`config.mk`:
```
export PLATFORM = sky130hd
export DESIGN_NAME = alu_mul_seq
export DESIGN_NICKNAME = d
export VERILOG_FILES = /design/src/rtl/alu_pkg.sv /design/src/rtl/alu.sv /design/src/rtl/alu_mul_seq.sv
export SDC_FILE = /design/constraint.sdc
export NUM_CORES = 1
export LEC_CHECK = 0
export CAP_MARGIN = 20
export CORE_ASPECT_RATIO = 1.2
export CORE_MARGIN = 2
export CORE_UTILIZATION = 40
export DETAILED_ROUTE_END_ITERATION = 8
export GPL_TIMING_DRIVEN = 0
export PLACE_DENSITY = 0.72
export SLEW_MARGIN = 20
export SYNTH_ARGS = -nofsm -noshare
export SYNTH_HDL_FRONTEND = slang
export SYNTH_SLANG_ARGS = --single-unit
```
`constraint.sdc`:
```
create_clock -name clk -period 11.56 [get_ports clk]
set_input_delay 2.312 -clock clk [delete_from_list [all_inputs] [get_ports clk]]
set_output_delay 2.312 -clock clk [all_outputs]
set_load 0.005 [all_outputs]
```
`src/rtl/alu_pkg.sv`:
```
// alu_pkg: shared ALU opcodes, data width and sequencer state encoding
package alu_pkg;
  localparam int DATA_W = 16;
  localparam logic ALU_OP_PASS = 1'b0;
  localparam logic ALU_OP_ADD = 1'b1;
  typedef enum logic [1:0] {IDLE, LOAD, ADD, DONE} state_t;
endpackage

```
`src/rtl/alu.sv`:
```
// alu: two-operation ALU, op 0 passes in_data1, op 1 adds both operands modulo 2^DATA_W
module alu
  import alu_pkg::*;
(
  input  logic              op,
  input  logic [DATA_W-1:0] in_data1,
  input  logic [DATA_W-1:0] in_data2,
  output logic [DATA_W-1:0] out
);
  assign out = (op == ALU_OP_ADD) ? in_data1 + in_data2 : in_data1;
endmodule

```
`src/rtl/alu_mul_seq.sv`:
```
// alu_mul_seq: multiplies by repeated ALU addition with a start/busy/done handshake
// ALU_MUL_SEQ_ABORT_EN adds an abort input that returns LOAD/ADD to IDLE without a done pulse
module alu_mul_seq
  import alu_pkg::*;
#(
  parameter int CNT_W = 8
) (
  input  logic              clk,
  input  logic              rst,
  input  logic              start,
  input  logic [DATA_W-1:0] multiplicand,
  input  logic [CNT_W-1:0]  count,
`ifdef ALU_MUL_SEQ_ABORT_EN
  input  logic              abort,
`endif
  output logic              busy,
  output logic              done,
  output logic [DATA_W-1:0] result,
  output logic              ovf
);
  state_t state, nxt;
  logic [DATA_W-1:0] acc, mcand, in_data1, alu_out;
  logic [CNT_W-1:0] cnt;
  logic alu_op, stop;
`ifdef ALU_MUL_SEQ_ABORT_EN
  assign stop = abort;
`else
  assign stop = 1'b0;
`endif
  alu u_alu (
    .op      (alu_op),
    .in_data1(in_data1),
    .in_data2(mcand),
    .out     (alu_out)
  );
  // LOAD clears the accumulator through the ALU by passing a zero operand
  always_comb begin
    alu_op = (state == ADD) ? ALU_OP_ADD : ALU_OP_PASS;
    in_data1 = (state == LOAD) ? '0 : acc;
    nxt = (state == IDLE) ? (start ? LOAD : IDLE) :
          (state == DONE) ? IDLE :
          stop ? IDLE :
          (state == LOAD) ? ((cnt == '0) ? DONE : ADD) :
          ((cnt == CNT_W'(1)) ? DONE : ADD);
  end
  always_ff @(posedge clk or posedge rst) begin
    if (rst) state <= IDLE;
    else state <= nxt;
  end
  always_ff @(posedge clk or posedge rst) begin
    if (rst) begin
      acc <= '0;
      mcand <= '0;
      cnt <= '0;
      ovf <= 1'b0;
    end else begin
      if (state == IDLE && start) begin
        mcand <= multiplicand;
        cnt <= count;
      end
      if (state == LOAD) begin
        acc <= alu_out;
        ovf <= 1'b0;
      end
      if (state == ADD) begin
        acc <= alu_out;
        cnt <= cnt - CNT_W'(1);
        ovf <= ovf | (alu_out < acc);
      end
    end
  end
  assign busy = (state == LOAD) || (state == ADD);
  assign done = (state == DONE);
  assign result = acc;
endmodule

```
After elaboration in Yosys (flattened, before gate mapping) --
Cells that the tools add are included.
Word-level totals: flip-flop bits (word level) 43, input bits 27, output and inout port bits 19, logic and storage cells 34
Operators by class: $add $sub $neg 2, order comparisons 1, equality and inequality tests 4, multiplexer cells 15, bitwise logic cells 1, reduce and logical (&&, ||, !) cells 6
Operator list (number):
- 2-to-1 mux 16 bit | 4
- adder 16 bit | 1
- < comparator 16 bit | 1
- 2-to-1 mux 8 bit | 2
- == test 8 x 1 -> 1 bit, second input constant | 1
- zero test 8 bit | 1
- subtractor 8 x 1 -> 8 bit, second input constant | 1
- 2-to-1 mux 1 bit | 7
- == test 2 bit, second input constant | 2
- 2-to-1 mux 2 bit | 2
- nonzero test 2 bit | 2
- == test 2 x 1 -> 1 bit, second input constant | 1
- zero test 2 bit | 1
- logical AND 1 bit | 1
- logical OR 1 bit | 1
- bitwise OR 1 bit | 1

Logic depth before layout (Yosys ltp) --
depth in word-level cells 7, depth in mapped cells 22, mapped depth without buffers 19

By module --
From an unflattened synthesis, not the netlist that was laid out.
Second synthesis, totals: cell total of the unflattened synthesis 341, area total of the unflattened synthesis 3184.3 sq um
Modules (own cells, without submodules):
- alu_mul_seq | instances 1, cells each 226, area each 2280.9 sq um, seq. area each 1076.0 sq um
- alu | instances 1, cells each 115, area each 903.4 sq um, seq. area each 0.0 sq um

Worst setup path before layout --
Ideal clock, no wire load.
path type flip-flop to flip-flop, start point register state[0], end point register ovf, setup time 0.120 ns, arrival time 4.234 ns, required time 11.440 ns, slack 7.206 ns, stages on the path, launching flop included 21, buffers on the path 3, period minus slack after synthesis 4.354 ns, cell sequence dfrtp_1 > ha_1 > buf_2 > buf_1 > clkbuf_1 > nor2b_1 > ha_1 > fa_1 > nand2_1 > maj3_2 > a221o_1 > o21a_4 > a2111oi_4 > mux2i_1 > o311ai_1 > ha_1 > nand4_1 > or2_2 > nor2_1 > o21ai_0 > o211a_1
On the way: longest elaborated chain between the ends 7, elaborated cells on any way between the ends 10, classes of those cells add/sub: 1; order compare: 1; eq/ne: 2; mux: 4; bitwise: 1; reduce/logical: 1
Ends and longest elaborated chain:
- from (decl) | RTL line alu_mul_seq.sv:21 | state_t state, nxt;
- from (signal assigned) | RTL line alu_mul_seq.sv:48 | else state <= nxt;
- == test 2 x 1 -> 1 bit | RTL line alu_mul_seq.sv:39 | in_data1 = (state == LOAD) ? '0 : acc;
- 2-to-1 mux 16 bit | RTL line alu_mul_seq.sv:39
- adder 16 bit | RTL line alu.sv:10 | assign out = (op == ALU_OP_ADD) ? in_data1 + in_data2 : in_data1;
- 2-to-1 mux 16 bit (*) | RTL line alu.sv:10
- named net alu_out[12] | RTL line alu_mul_seq.sv:22 | logic [DATA_W-1:0] acc, mcand, in_data1, alu_out;
- < comparator 16 bit (*) | RTL line alu_mul_seq.sv:68 | ovf <= ovf | (alu_out < acc);
- bitwise OR 1 bit (*) | RTL line alu_mul_seq.sv:68
- 2-to-1 mux 1 bit (*) | RTL line alu_mul_seq.sv:65 | if (state == ADD) begin
- to (signal assigned) | RTL line alu_mul_seq.sv:68
- to (decl) | RTL line alu_mul_seq.sv:19 | output logic ovf
The timed path passes the listed nets; every way through them passes the cells marked *. A chain may end at the register's enable or synchronous reset.

Final worst setup path --
start point register state[1], end point register ovf
Same word-level chain as after synthesis.

==> impl_metrics.json <==
{
  "placement.io_buffers": 45,
  "async_reset_ff_share_pct": 100,
  "wire_per_inst_um": 15.7,
  "fillers": 795,
  "drc_violations_left": 0,
  "insertedDiodeCount": 0,
  "vdd_drop_max_uv": 39.3,
  "worstSetupStartpointType": "flop",
  "timing.final.crit_period_ps": 5430,
  "final_core_util_pct": 49.6,
  "global_route_met2_usage_pct": 33.5,
  "holdCritStartpoint": "mcand[13]",
  "synth_largest_area_cell": "sky130_fd_sc_hd__dfrtp_1",
  "crit_arrival_ps": 5630,
  "synthTopCellsByArea": "sky130_fd_sc_hd__dfrtp_1, sky130_fd_sc_hd__ha_1, sky130_fd_sc_hd__mux2_2",
  "dieArea_um2": 9590,
  "mappedNetlistArea_um2": 3530,
  "floorplan.die.width_um": 89.7,
  "required_ps": 11760,
  "hold_viol": 0,
  "max_clock_freq_mhz": 184,
  "first_iter_violations": 222,
  "cts_max_path_buffers": 2,
  "final_report_max_slew_violation_count": 0,
  "power.total_uw": 270,
  "hold_buffers": 0,
  "gp_congestion": 0.961,
  "synth.yosys.warnings": 0,
  "postPlaceCellArea_um2": 4150,
  "firstDrtPassIters": 5,
  "fin_crit_sh_pct": 47.0,
  "final-setup-viol-count": 0,
  "critical_path_peak_fanout": 10,
  "cts_made_buffers": 5,
  "synth_seq_area_share_pct": 30.5,
  "post-cts-setup-buffer-count": 0,
  "drive_gt1_share_pct": 9.98,
  "grt.met1_usage_pct": 22.9,
  "via_count": 3207,
  "synth.net_count": 458,
  "synth.cells.most_frequent": "sky130_fd_sc_hd__dfrtp_1, sky130_fd_sc_hd__nand2_1, sky130_fd_sc_hd__ha_1, sky130_fd_sc_hd__inv_1, sky130_fd_sc_hd__nor2_1",
  "cts.repair.resized": 0,
  "regToRegStartpoint": "state[1]",
  "cts.root.buffer_cell": "sky130_fd_sc_hd__clkbuf_8",
  "viasPerCell": 5.65,
  "dp_hpwl_mm": 6.83,
  "grt_max_degree": 26,
  "first_global_vias": 3126,
  "dp_cells": 560,
  "finalWirelength_mm": 8.94,
  "initial_utilization_pct": 41.2,
  "layout.cells.non_filler": 568,
  "synthDistinctLibCells": 61,
  "syn_inst": 397,
  "cts.sink_count": 43,
  "die-height_um": 107,
  "grt_pass1_wl_mm": 14.6,
  "row_count": 37,
  "worst_r2r_endpoint": "ovf",
  "antenna_found_initial": 0,
  "timing.critical_path.to_type": "flop",
  "gr-max-usage-layer": "met2",
  "track_usage_pct": 18.8,
  "min_path_type": "flop to flop",
  "postSynthAreaPerCell_um2": 8.89,
  "max_slew_margin_pct": 51.7,
  "h-tree-depth": 2,
  "synth_top_cell_area_share_pct": 30.5,
  "final.setup.tns_ps": 0,
  "worstHoldEndpoint": "mcand[13]",
  "yosysMostFrequentCell": "sky130_fd_sc_hd__dfrtp_1",
  "synth-main-ff-cell": "sky130_fd_sc_hd__dfrtp_1",
  "area_inside_the_core_boundary_um2": 8560,
  "clock_insertion_delay_worst_skew_ps": 300,
  "hold_depth": 1,
  "pin_count": 46,
  "worstSetupPathType": "flop to flop",
  "cts.reportedPaths.clkPinSlew_ps": 90,
  "status": "finished clean",
  "pwr_density_cell_nw_per_um2": 63.6,
  "max-cap-violations": 0,
  "grt_util_met3_pct": 2.46,
  "tightest_slew_ps": 725,
  "layout.nets": 511,
  "power.leakage_uw": 0.00197,
  "grt_overflow_total": 0,
  "tritoncts": "yes",
  "synth-edff-count": 0,
  "antenna_viol_nets_final": 0,
  "area_growth_syn_to_layout_pct": 20.3,
  "synth-seq-cells": 43,
  "grt_setup_unrepaired": "false",
  "ff2ff_setup_slack_ps": 6130,
  "final_area_um2": 4240,
  "worst_r2r_path_depth": 20,
  "clock-skew-final_ps": 8.68
}
-- worst max-delay path, stage by stage, from the launching register on --
cell	delay [ps]
sky130_fd_sc_hd__dfrtp_1	410
sky130_fd_sc_hd__inv_1	90
sky130_fd_sc_hd__ha_1	260
sky130_fd_sc_hd__buf_2	230
sky130_fd_sc_hd__buf_1	510
sky130_fd_sc_hd__clkbuf_1	520
sky130_fd_sc_hd__nor2_1	160
sky130_fd_sc_hd__ha_1	310
sky130_fd_sc_hd__clkbuf_1	190
sky130_fd_sc_hd__a21oi_1	310
sky130_fd_sc_hd__o221ai_1	190
sky130_fd_sc_hd__a21oi_1	400
sky130_fd_sc_hd__o21ai_0	290
sky130_fd_sc_hd__a221oi_1	320
sky130_fd_sc_hd__nand3_1	120
sky130_fd_sc_hd__ha_1	290
sky130_fd_sc_hd__nand4_1	90
sky130_fd_sc_hd__or2_2	300
sky130_fd_sc_hd__nor2_1	100
sky130_fd_sc_hd__o21ai_0	90
sky130_fd_sc_hd__o211a_1	130
-- final cells by class --
type / instances / area [µm²] / area share (%)
Inverter: 30 / 113 / 2.65
Multi-Input combinational cell: 305 / 2270 / 53.4
Buffer: 19 / 73.8 / 1.74
Tap cell: 117 / 146 / 3.45
Clock buffer: 6 / 82.6 / 1.95
Clock inverter: 2 / 16.3 / 0.383
Sequential cell: 43 / 1080 / 25.4
Timing Repair Buffer: 46 / 470 / 11.1
-- cells in the final DEF, fill, tap and decap left out, types with 3 or more instances in the layout --
| master | count |
|---|---|
| sky130_fd_sc_hd__clkdlybuf4s50_1 | 45 |
| sky130_fd_sc_hd__dfrtp_1 | 43 |
| sky130_fd_sc_hd__nand2_1 | 35 |
| sky130_fd_sc_hd__ha_1 | 33 |
| sky130_fd_sc_hd__inv_1 | 28 |
| sky130_fd_sc_hd__nor2_1 | 26 |
| sky130_fd_sc_hd__mux2_2 | 21 |
| sky130_fd_sc_hd__a21oi_1 | 21 |
| sky130_fd_sc_hd__o21ai_0 | 19 |
| sky130_fd_sc_hd__clkbuf_1 | 14 |
| sky130_fd_sc_hd__xnor2_1 | 14 |
| sky130_fd_sc_hd__nand3_1 | 12 |
| sky130_fd_sc_hd__and3_1 | 10 |
| sky130_fd_sc_hd__mux2i_1 | 9 |
| sky130_fd_sc_hd__nor2b_1 | 7 |
| sky130_fd_sc_hd__a21o_1 | 6 |
| sky130_fd_sc_hd__clkbuf_8 | 6 |
| sky130_fd_sc_hd__nand2b_1 | 5 |
| sky130_fd_sc_hd__xor2_1 | 5 |
| sky130_fd_sc_hd__nor3_1 | 5 |
| sky130_fd_sc_hd__o21a_1 | 4 |
| sky130_fd_sc_hd__a22o_1 | 4 |
| sky130_fd_sc_hd__a31oi_1 | 4 |
| sky130_fd_sc_hd__nand4_1 | 4 |
| sky130_fd_sc_hd__a211oi_1 | 4 |
| sky130_fd_sc_hd__buf_1 | 3 |
| sky130_fd_sc_hd__or2_2 | 3 |
| sky130_fd_sc_hd__o221ai_1 | 3 |
| sky130_fd_sc_hd__o21bai_1 | 3 |
| sky130_fd_sc_hd__a211o_1 | 3 |
| sky130_fd_sc_hd__or3_1 | 3 |
-- kinds of logic (layout without fill, tap and decap cells) --
kind of cell | after synthesis | count (layout) | synth area share [%]
fa+ha+maj | 37 | 37 | 13.2
xor+xnor | 19 | 19 | 4.72
simple gates | 123 | 123 | 17.7
mux | 30 | 30 | 9.26
buf+inv | 49 | 103 | 5.28
compound gates | 96 | 96 | 19.4
flops | 43 | 43 | 30.5
-- flip-flops by register name, indices dropped and copies added, names as in the netlist --
name and cells:
result 16, ovf 1, cnt 8, state 2
mcand 16
-- per-layer routing --
metal | up-vias | routed length (µm)
met5 | - | 0
met4 | 0 | 212
met3 | 20 | 413
met1 | 1540 | 3820
met2 | 106 | 4490
li1 | 1541 | -
-- worst max path at each step --
stage	from	endpoint	slack, ps	cells after the start
finish	state[1]	ovf	6130	20
global route	state[1]	ovf	5680	21
CTS	state[1]	ovf	6290	20
detailed placement	state[1]	ovf	6320	20
global placement	state[1]	ovf	6410	20
floorplan	state[0]	ovf	7210	20
-- per-stage QoR --
step | setup WS [ps] | hold WS [ps]
floorplan | 7210 | 486
global placement | 6410 | 506
detailed placement | 6320 | 515
CTS | 6290 | 538
global route | 5680 | 557
finish | 6130 | 528
-- where the power goes --
group          internal [µW]  switching, µW  leakage [µW]
combinational           8.37           4.31       0.00133
sequential               150              0      0.000590
clock                   48.9           57.9     0.0000474
total                    208           62.3       0.00197
No activity file was read; power rests on OpenSTA's default activity.
